$ cat src/rtl/output_pulse_driver_if.sv
// Command channel into output_pulse_driver: a timestamped command strobe plus
// the queue-full back-pressure flag.
interface output_pulse_driver_if;
  logic        valid;
  logic [63:0] cmd_in;
  logic [63:0] timestamp;
  logic        full;

  modport master (output valid, output cmd_in, output timestamp, input full);
  modport slave  (input valid, input cmd_in, input timestamp, output full);
endinterface

$ cat src/rtl/output_pulse_driver.sv
// output_pulse_driver: queues timestamped level/pulse commands and turns each
// one into an 8-bit word per clk for a downstream 8:1 serializer. Bit 0 is the
// earliest slot of a cycle and bit 7 the latest.
//
// Optional build macro LATE_DROP_EN: when defined, a command whose time has
// already passed is discarded instead of being applied at bit 0.
//
// The command being executed stays at the queue head until it completes, so
// "full" counts the executing command as well.
//
// state  | meaning
// IDLE   | queue empty, output held
// WAIT   | head command waiting for its start time
// HIGH   | pulse is high, waiting for its end time
module output_pulse_driver #(
  parameter int FIFO_DEPTH = 16
) (
  input  logic                  clk,
  input  logic                  reset,
  input  logic [63:0]           counter,
  output_pulse_driver_if.slave  cmd_bus,
  output logic [7:0]            oserdes_data,
  output logic                  curr_level,
  output logic                  late_error,
  output logic                  overflow,
  output logic [1:0]            curr_state
);

  localparam int FIFO_DEPTH_WIDTH = $clog2(FIFO_DEPTH);
  localparam logic [FIFO_DEPTH_WIDTH:0]   CNT_FULL = (FIFO_DEPTH_WIDTH+1)'(FIFO_DEPTH);
  localparam logic [FIFO_DEPTH_WIDTH:0]   CNT_ONE  = (FIFO_DEPTH_WIDTH+1)'(1);
  localparam logic [FIFO_DEPTH_WIDTH-1:0] PTR_ONE  = FIFO_DEPTH_WIDTH'(1);

`ifdef LATE_DROP_EN
  localparam bit LateDrop = 1'b1;
`else
  localparam bit LateDrop = 1'b0;
`endif

  localparam logic [3:0] M_SET_HIGH = 4'd1;
  localparam logic [3:0] M_SET_LOW  = 4'd2;
  localparam logic [3:0] M_PULSE    = 4'd3;
  localparam logic [3:0] M_TOGGLE   = 4'd4;

  typedef enum logic [1:0] {
    S_IDLE = 2'd0,
    S_WAIT = 2'd1,
    S_HIGH = 2'd2
  } state_e;

  state_e state_q, state_d;
  logic [7:0] data_q, data_d;
  logic       late_q, ovf_q;
  logic [FIFO_DEPTH_WIDTH-1:0] wr_ptr_q, wr_ptr_d, rd_ptr_q, rd_ptr_d;
  logic [FIFO_DEPTH_WIDTH:0]   count_q, count_d;

  logic [3:0]  mode_mem  [FIFO_DEPTH];
  logic [31:0] width_mem [FIFO_DEPTH];
  logic [63:0] ts_mem    [FIFO_DEPTH];

  logic        full_w, empty_w, push, pop, drop, late_set, done;
  logic        level, h_active, t_late, e_late;
  logic [3:0]  h_mode;
  logic [31:0] h_width;
  logic [63:0] h_ts, e_time, t_coarse, e_coarse;
  logic [2:0]  k_at, j_at;
  state_e      next_st;
  logic        unused_cfg;

  // Only config_data[31:0] (pulse width) is meaningful for the current modes.
  assign unused_cfg = ^cmd_bus.cmd_in[63:36];

  function automatic logic [7:0] edge_word(input logic [2:0] k, input logic old_lvl,
                                           input logic new_lvl);
    logic [7:0] m;
    m = 8'hFF << k;
    return ({8{new_lvl}} & m) | ({8{old_lvl}} & ~m);
  endfunction

  assign full_w  = (count_q == CNT_FULL);
  assign empty_w = (count_q == '0);
  assign level   = data_q[7];

  assign h_mode   = mode_mem[rd_ptr_q];
  assign h_width  = width_mem[rd_ptr_q];
  assign h_ts     = ts_mem[rd_ptr_q];
  assign h_active = (h_mode == M_SET_HIGH) || (h_mode == M_SET_LOW) ||
                    (h_mode == M_PULSE)    || (h_mode == M_TOGGLE);

  // End time is a wrapping 64-bit add in fine (1/8 cycle) units.
  assign e_time   = h_ts + {32'd0, h_width};
  assign t_coarse = {3'b000, h_ts[63:3]};
  assign e_coarse = {3'b000, e_time[63:3]};
  assign t_late   = (counter != t_coarse);
  assign e_late   = (counter != e_coarse);
  assign k_at     = t_late ? 3'd0 : h_ts[2:0];
  assign j_at     = e_late ? 3'd0 : e_time[2:0];

  // After completing the head, go straight to the next one if it is queued.
  assign next_st  = (count_q > CNT_ONE) ? S_WAIT : S_IDLE;

  // A push may coincide with a pop even when full: the head slot frees up.
  assign push = cmd_bus.valid && (!full_w || pop);
  assign drop = cmd_bus.valid && !push;

  // Next-state, output word and queue pop decision.
  always_comb begin
    state_d  = state_q;
    data_d   = {8{level}};
    late_set = 1'b0;
    done     = 1'b0;
    unique case (state_q)
      S_IDLE: begin
        if (!empty_w) state_d = S_WAIT;
      end
      S_WAIT: begin
        if (!h_active) begin
          done = 1'b1;
        end else if (counter >= t_coarse) begin
          late_set = t_late;
          if (t_late && LateDrop) begin
            done = 1'b1;
          end else begin
            unique case (h_mode)
              M_SET_HIGH: begin
                data_d = edge_word(k_at, level, 1'b1);
                done   = 1'b1;
              end
              M_SET_LOW: begin
                data_d = edge_word(k_at, level, 1'b0);
                done   = 1'b1;
              end
              M_TOGGLE: begin
                data_d = edge_word(k_at, level, ~level);
                done   = 1'b1;
              end
              default: begin
                if (h_width == 32'd0) begin
                  done = 1'b1;
                end else if (!t_late && (e_coarse == t_coarse)) begin
                  // rise and fall inside the same word: ones on [k, j-1]
                  data_d = ({8{level}} & ~(8'hFF << k_at)) |
                           ((8'hFF << k_at) & ~(8'hFF << e_time[2:0]));
                  done   = 1'b1;
                end else begin
                  data_d  = edge_word(k_at, level, 1'b1);
                  state_d = S_HIGH;
                end
              end
            endcase
          end
        end
      end
      S_HIGH: begin
        if (counter >= e_coarse) begin
          late_set = e_late;
          data_d   = edge_word(j_at, 1'b1, 1'b0);
          done     = 1'b1;
        end
      end
      default: state_d = S_IDLE;
    endcase
    if (done) state_d = next_st;
  end

  assign pop = done;

  // Queue pointer and occupancy bookkeeping.
  always_comb begin
    wr_ptr_d = push ? wr_ptr_q + PTR_ONE : wr_ptr_q;
    rd_ptr_d = pop  ? rd_ptr_q + PTR_ONE : rd_ptr_q;
    count_d  = count_q;
    if (push && !pop) count_d = count_q + CNT_ONE;
    else if (!push && pop) count_d = count_q - CNT_ONE;
  end

  // Queue storage; contents need no reset since occupancy gates every read.
  always_ff @(posedge clk) begin
    if (push) begin
      mode_mem[wr_ptr_q]  <= cmd_bus.cmd_in[3:0];
      width_mem[wr_ptr_q] <= cmd_bus.cmd_in[35:4];
      ts_mem[wr_ptr_q]    <= cmd_bus.timestamp;
    end
  end

  // State, output word, sticky flags and queue pointers.
  always_ff @(posedge clk) begin
    if (reset) begin
      state_q  <= S_IDLE;
      data_q   <= 8'h00;
      late_q   <= 1'b0;
      ovf_q    <= 1'b0;
      wr_ptr_q <= '0;
      rd_ptr_q <= '0;
      count_q  <= '0;
    end else begin
      state_q  <= state_d;
      data_q   <= data_d;
      late_q   <= late_q | late_set;
      ovf_q    <= ovf_q | drop;
      wr_ptr_q <= wr_ptr_d;
      rd_ptr_q <= rd_ptr_d;
      count_q  <= count_d;
    end
  end

  assign cmd_bus.full = full_w;
  assign oserdes_data = data_q;
  assign curr_level   = data_q[7];
  assign late_error   = late_q;
  assign overflow     = ovf_q;
  assign curr_state   = state_q;

endmodule

$ cat src/flat_wrapper.sv
// flat-port wrapper written by rule: the top's interface ports become plain ports
module output_pulse_driver_flat 
#(
  parameter int FIFO_DEPTH = 16
)
  (clk, reset, counter, oserdes_data, curr_level, late_error, overflow, curr_state, cmd_bus_valid, cmd_bus_cmd_in, cmd_bus_timestamp, cmd_bus_full);
  output_pulse_driver_if cmd_bus_i ();
  input  logic clk;
  input  logic reset;
  input  logic [63:0] counter;
  output logic [7:0] oserdes_data;
  output logic curr_level;
  output logic late_error;
  output logic overflow;
  output logic [1:0] curr_state;
  input wire logic [$bits(cmd_bus_i.valid)-1:0] cmd_bus_valid;
  input wire logic [$bits(cmd_bus_i.cmd_in)-1:0] cmd_bus_cmd_in;
  input wire logic [$bits(cmd_bus_i.timestamp)-1:0] cmd_bus_timestamp;
  output wire logic [$bits(cmd_bus_i.full)-1:0] cmd_bus_full;
  assign cmd_bus_i.valid = cmd_bus_valid;
  assign cmd_bus_i.cmd_in = cmd_bus_cmd_in;
  assign cmd_bus_i.timestamp = cmd_bus_timestamp;
  assign cmd_bus_full = cmd_bus_i.full;
  output_pulse_driver #(.FIFO_DEPTH(FIFO_DEPTH)) u_core (.clk(clk), .reset(reset), .counter(counter), .cmd_bus(cmd_bus_i), .oserdes_data(oserdes_data), .curr_level(curr_level), .late_error(late_error), .overflow(overflow), .curr_state(curr_state));
endmodule
$ cat config.mk
export PLATFORM = sky130hd
export DESIGN_NAME = output_pulse_driver_flat
export DESIGN_NICKNAME = d
export VERILOG_FILES = /design/src/rtl/output_pulse_driver_if.sv /design/src/rtl/output_pulse_driver.sv /design/src/flat_wrapper.sv
export SDC_FILE = /design/constraint.sdc
export NUM_CORES = 2
export LEC_CHECK = 0
export CAP_MARGIN = 10
export CORE_UTILIZATION = 49
export CTS_BUF_LIST = sky130_fd_sc_hd__clkbuf_4 sky130_fd_sc_hd__clkbuf_8 sky130_fd_sc_hd__clkbuf_16
export CTS_CLUSTER_DIAMETER = 200
export DETAILED_ROUTE_END_ITERATION = 6
export PLACE_DENSITY_LB_ADDON = 0.1
export SYNTH_ARGS = -nofsm -noshare
export SYNTH_HDL_FRONTEND = slang
export SYNTH_SLANG_ARGS = --single-unit
$ cat constraint.sdc
create_clock -name clk -period 11.27 [get_ports clk]
set_input_delay 2.254 -clock clk [delete_from_list [all_inputs] [get_ports clk]]
set_output_delay 2.254 -clock clk [all_outputs]
set_load 0.02 [all_outputs]
Yosys cells after proc, flatten, opt, wreduce, memory -nomap -nowiden

Memories as Yosys holds them, arrays and structs flattened. A register that Yosys moved wholly into a read port is not among the register bits.
Index checks and enable logic that the tools add are counted.

Memory bits (read-only): 0
Memories kept: 3
Latch bits: 0
Memory bits (writable): 1600
Output and inout bits: 14
Register bits: 25
Input bits: 195

Memories:

| name             | words | width | read ports | clocked after memory_dff | wr ports | RTL line                  | text |
|---|---|---|---|---|---|---|---|
| u_core.ts_mem    | 16    | 64    | 1          | 1                        | 1        | output_pulse_driver.sv:59 | `logic [63:0] ts_mem [FIFO_DEPTH];` |
| u_core.width_mem | 16    | 32    | 1          | 1                        | 1        | output_pulse_driver.sv:58 | `logic [31:0] width_mem [FIFO_DEPTH];` |
| u_core.mode_mem  | 16    | 4     | 1          | 1                        | 1        | output_pulse_driver.sv:57 | `logic [3:0] mode_mem [FIFO_DEPTH];` |

Bitwise logic cells: 12
Equality and inequality tests: 21
Multiply operators: 0
Muxes and demuxes: 39
Add/sub/neg operators: 5
Reduce and logical (&&, ||, !) cells: 21
$lt $le $gt $ge: 3
Div/mod/pow operators: 0
Shifts and indexed selects: 3

Operators by type and width:

| kind                                             | count |
|---|---|
| greater-or-equal comparator 64 x 61 -> 1 bit     | 2 |
| != test 64 x 61 -> 1 bit                         | 2 |
| adder 64 x 32 -> 64 bit                          | 1 |
| == test 61 bit                                   | 1 |
| 2-to-1 mux 8 bit                                 | 5 |
| zero test 32 bit                                 | 1 |
| bitwise AND 8 bit                                | 3 |
| 2-to-1 mux 4 bit                                 | 6 |
| inverter 8 bit                                   | 3 |
| bitwise OR 8 bit                                 | 3 |
| one-hot mux 8 bit (3 select lines)               | 1 |
| left shift 8 x 3 -> 8 bit (first input constant) | 3 |
| one-hot mux 8 bit (2 select lines)               | 1 |
| 2-to-1 mux 2 bit                                 | 7 |
| 2-to-1 mux 1 bit                                 | 12 |
| 2-to-1 mux 5 bit                                 | 2 |
| != test 3 x 2 -> 1 bit (second input constant)   | 3 |
| adder 4 x 1 -> 4 bit (second input constant)     | 2 |
| == test 4 x 2 -> 1 bit (second input constant)   | 2 |
| != test 2 x 1 -> 1 bit (second input constant)   | 4 |
| AND reduction 7 bit                              | 1 |
| 2-to-1 mux 3 bit                                 | 2 |
| != test 3 x 1 -> 1 bit (second input constant)   | 2 |
| one-hot mux 2 bit (3 select lines)               | 1 |
| 21 further kinds                                 | 34 |

Logic depth before layout (Yosys ltp)

Word-level depth: 15
Depth in mapped cells: 44
Mapped depth without buffers: 36

Worst setup path before layout

No wires, ideal clock.

Path kind: reg2reg
From: register (tool-made name)
To: memory u_core.mode_mem[11][0] (enable)
Path buffers: 8
Stages on the path, launching flop included: 38
Data arrival time: 10176 ps
Clock period less this slack: 10646 ps
Setup time: 471 ps
Slack: 624 ps
Cells stage by stage: dfxtp_1 buf_4 buf_6 buf_4 buf_2 buf_2 clkbuf_1 buf_1 mux4_2 mux4_2 ha_1 inv_1 fa_1 nand2b_1 a21oi_1 a31oi_1 a211o_1 a21o_1 [2 not listed] nor4_1 nor2b_1 and2_1 nand3_1 xnor2_1 ha_1 and4_1 nand3_1 nor4_1 nand2_1 or2_2 o22ai_1 nor2_1 a211oi_1 o31ai_1 a41oi_2 buf_2 and3_1

RTL lines:

| element          | RTL line |
|---|---|
| end: declaration | output_pulse_driver.sv:57 |

==> flow_summary.ini <==
[run_status]
status = complete, but fails checks
violations = design-rule violations

[critical_path]
cp.required_ns = 11.79
crit_family = simple AND/OR/NAND/NOR gates
critPathSlowestCell = dfxtp_4
crit_top_cell = buf_4
worstRegToRegCells = 33
crit_type = flip-flop to flip-flop
crit_cells = 33
cp-end-kind = flip-flop
crit_fanout = 31
worstPathArrival_ns = 11.18
crit_buf_inv = 6
cpPeakStageDelay_ns = 0.94
cp-start-kind = flip-flop

[timing]
tightest_slew_ns = 0.926
hold_viol_final = 0
fin_crit_ns = 10.66
rsz0062_at_grt = no
post-route-period-util_pct = 94.6
finClkSkew_ns = 0.0374
maxSlewViolCount = 0
fmax_mhz = 93.8
worst_slew_margin_rel_pct = 37.9
fin_setup_tns_ns = 0
finalSetupViolCount = 0

[detailed_routing]
drtPass1Iterations = 7
antenna_left = 0
vias_per_cell = 6.15
detail_route.iter0.violations = 3599
wirelength_um = 184000
wl_per_cell_um = 31.0
vias = 36400
drc = 8

[cells_and_area]
final_common_cell = edfxtp_1
nNetsFinal = 4274
drive_gt1_share_pct = 25.0
mostFrequentLayoutCells = 1600 x edfxtp_1, 477 x mux4_2, 181 x ha_1
syn_to_final_growth_pct = 17.0
fin_cells = 5916

[floorplanning]
die_w_um = 377
std_cell_rows = 137
ios = 209
dieArea_um2 = 142000
fp.dieH_um = 377
core-area_um2 = 140000
start_util_pct = 49.4

[clock_network]
numCtsBuffers = 166
post_cts_resized = 0
clock_sinks = 1629
path_clk_slew_ns = 0.06
cts_root_buffer = clkbuf_16
ctsHoldBuffers = 0
cts_tree = yes
cts_setup_buffers = 0
clk-insertion-delay-late_ns = 0.82
cts_max_path_buffers = 3
htreeDepth = 4

[worst_hold_path]
hp-class = flip-flop to flip-flop
hold_depth = 2
hp-start = u_core.overflow

[synthesis]
synthXorXnorAreaFrac_pct = 1.24
synthArstFlopShare_pct = 0
netlist_instances = 3480
syn-num-nets = 3857
yosysWarningCount = 0
yosysUniqueCellTypes = 90
yosysSeqAreaShare_pct = 70.5
syn-cell-area_um2 = 68900
yosys.area_share.simple_pct = 3.67
ys_ff_latch = 1629
syn_area_per_cell_um2 = 19.8
synth_compound_area_share_pct = 3.35
synth_top_family_by_area = multiplexers
synth_fa_ha_area_share_pct = 3.31
yosys_most_used_dff = edfxtp_1
synth_edf_count = 1600
synthMuxAreaShare_pct = 16.0

[pwr]
power_density_nw_per_um2 = 230
vdd_drop_max_v = 0.000171
cellLeakagePower_nw = 25.9

[place]
placed_cells = 5605
gp_congestion = 0.944
port_buffers = 180
dp_hpwl_um = 122000

[global_route]
grt_usage_pct = 26.2
antenna_found_initial = 35
overflow = 0
grt_pass1_wl_um = 263000
grt_pass1_vias = 37000
grt_max_degree = 83

[run]
cap_violations = 0
state kept, by name (all words and copies together), names as in the netlist, 2 cells and up, named ones only:
| register | cells |
|---|---|
| u_core.oserdes_data | 8 |
| u_core.rd_ptr_q | 4 |
| u_core.wr_ptr_q | 4 |
| u_core.mode_mem | 64 |
| u_core.curr_state | 2 |
| u_core.ts_mem | 1024 |
| u_core.width_mem | 512 |
| u_core.count_q | 5 |
cell families after synthesis:
group,Yosys count
multiplexers,507
AO/OA/AOI/OAI,343
adder cells (fa/ha/maj),182
buffers and inverters,248
XOR/XNOR,85
flip-flops,1629
AND/OR/NAND/NOR,486
per-layer routing:
metal	wire [um]	track usage, %	vias to the layer above
li1	-	-	15400
met1	78500	37.5	19300
met2	86000	40.4	1420
met3	15100	6.45	281
met4	3910	6.73	34
met5	212	0	-
tightest hold or removal path, stage by stage (launching register included):
cell and delay, ns:
dfxtp_1 0.34, a31oi_1 0.04, nor2_1 0.07
power by group:
part / leakage [nW] / total (mW) / switching (mW) / internal [mW]
Sequential: 14.7 / 7.02 / 0.116 / 6.91
Combinational: 8.59 / 6.17 / 3.51 / 2.67
Clock: 2.65 / 5.33 / 2.31 / 3.02
final timing paths:
kind / to / slack (ns)
max: u_core.width_mem[3][7] / 0.61
min: u_core.overflow / 0.48
max reg2reg: u_core.width_mem[3][7] / 0.61
min reg2reg: u_core.overflow / 0.48
cells in the mapped netlist, drive strengths merged (9+ instances only):
cell     number  area, um2
mux2i        23        230
o21a          9       67.6
and2         16        100
and3         27        169
a22oi        23        173
nand3        30        150
nor3         37        195
mux4        477      10700
nand2       124        465
nor4         31        221
clkbuf       51        191
a21o         36        270
xnor2        61        534
nor2b        22        138
dfxtp        29        581
a2111oi       9       86.3
or3          12       75.1
nor2        106        398
a211oi       19        143
o21ai        64        324
inv         106        398
buf          91        676
nand4        35        240
ha          181       2260
xor2         16        140
nand2b       11       68.8
edfxtp     1600      48000
a21oi       106        538
final cells by class:
type                            count  area (um2)
Inverter                          106         398
Clock inverter                     90         831
Sequential cell                  1629       48600
Tap cell                         1876        2350
Timing Repair Buffer              391        4770
Clock buffer                      209        4500
Multi-Input combinational cell   1603       19100
Fill cell                       10300       58900
Antenna cell                       12        30.0
per-stage QoR:
step	utilization (%)	hold slack (ns)	setup slack [ns]	total power, mW	area, um2
5_1_grt	57.8	0.503	0.0800	19.3	80600
3_3_place_gp	53.9	0.454	0.612	13.2	75300
4_1_cts	57.8	0.483	0.604	18.6	80600
6_report	57.8	0.484	0.610	18.5	80600
2_1_floorplan	-	0.468	0.624	11.4	68900
3_5_place_dp	53.9	0.470	0.684	13.3	75300
Note: power is estimated with default switching activity, not from simulation.
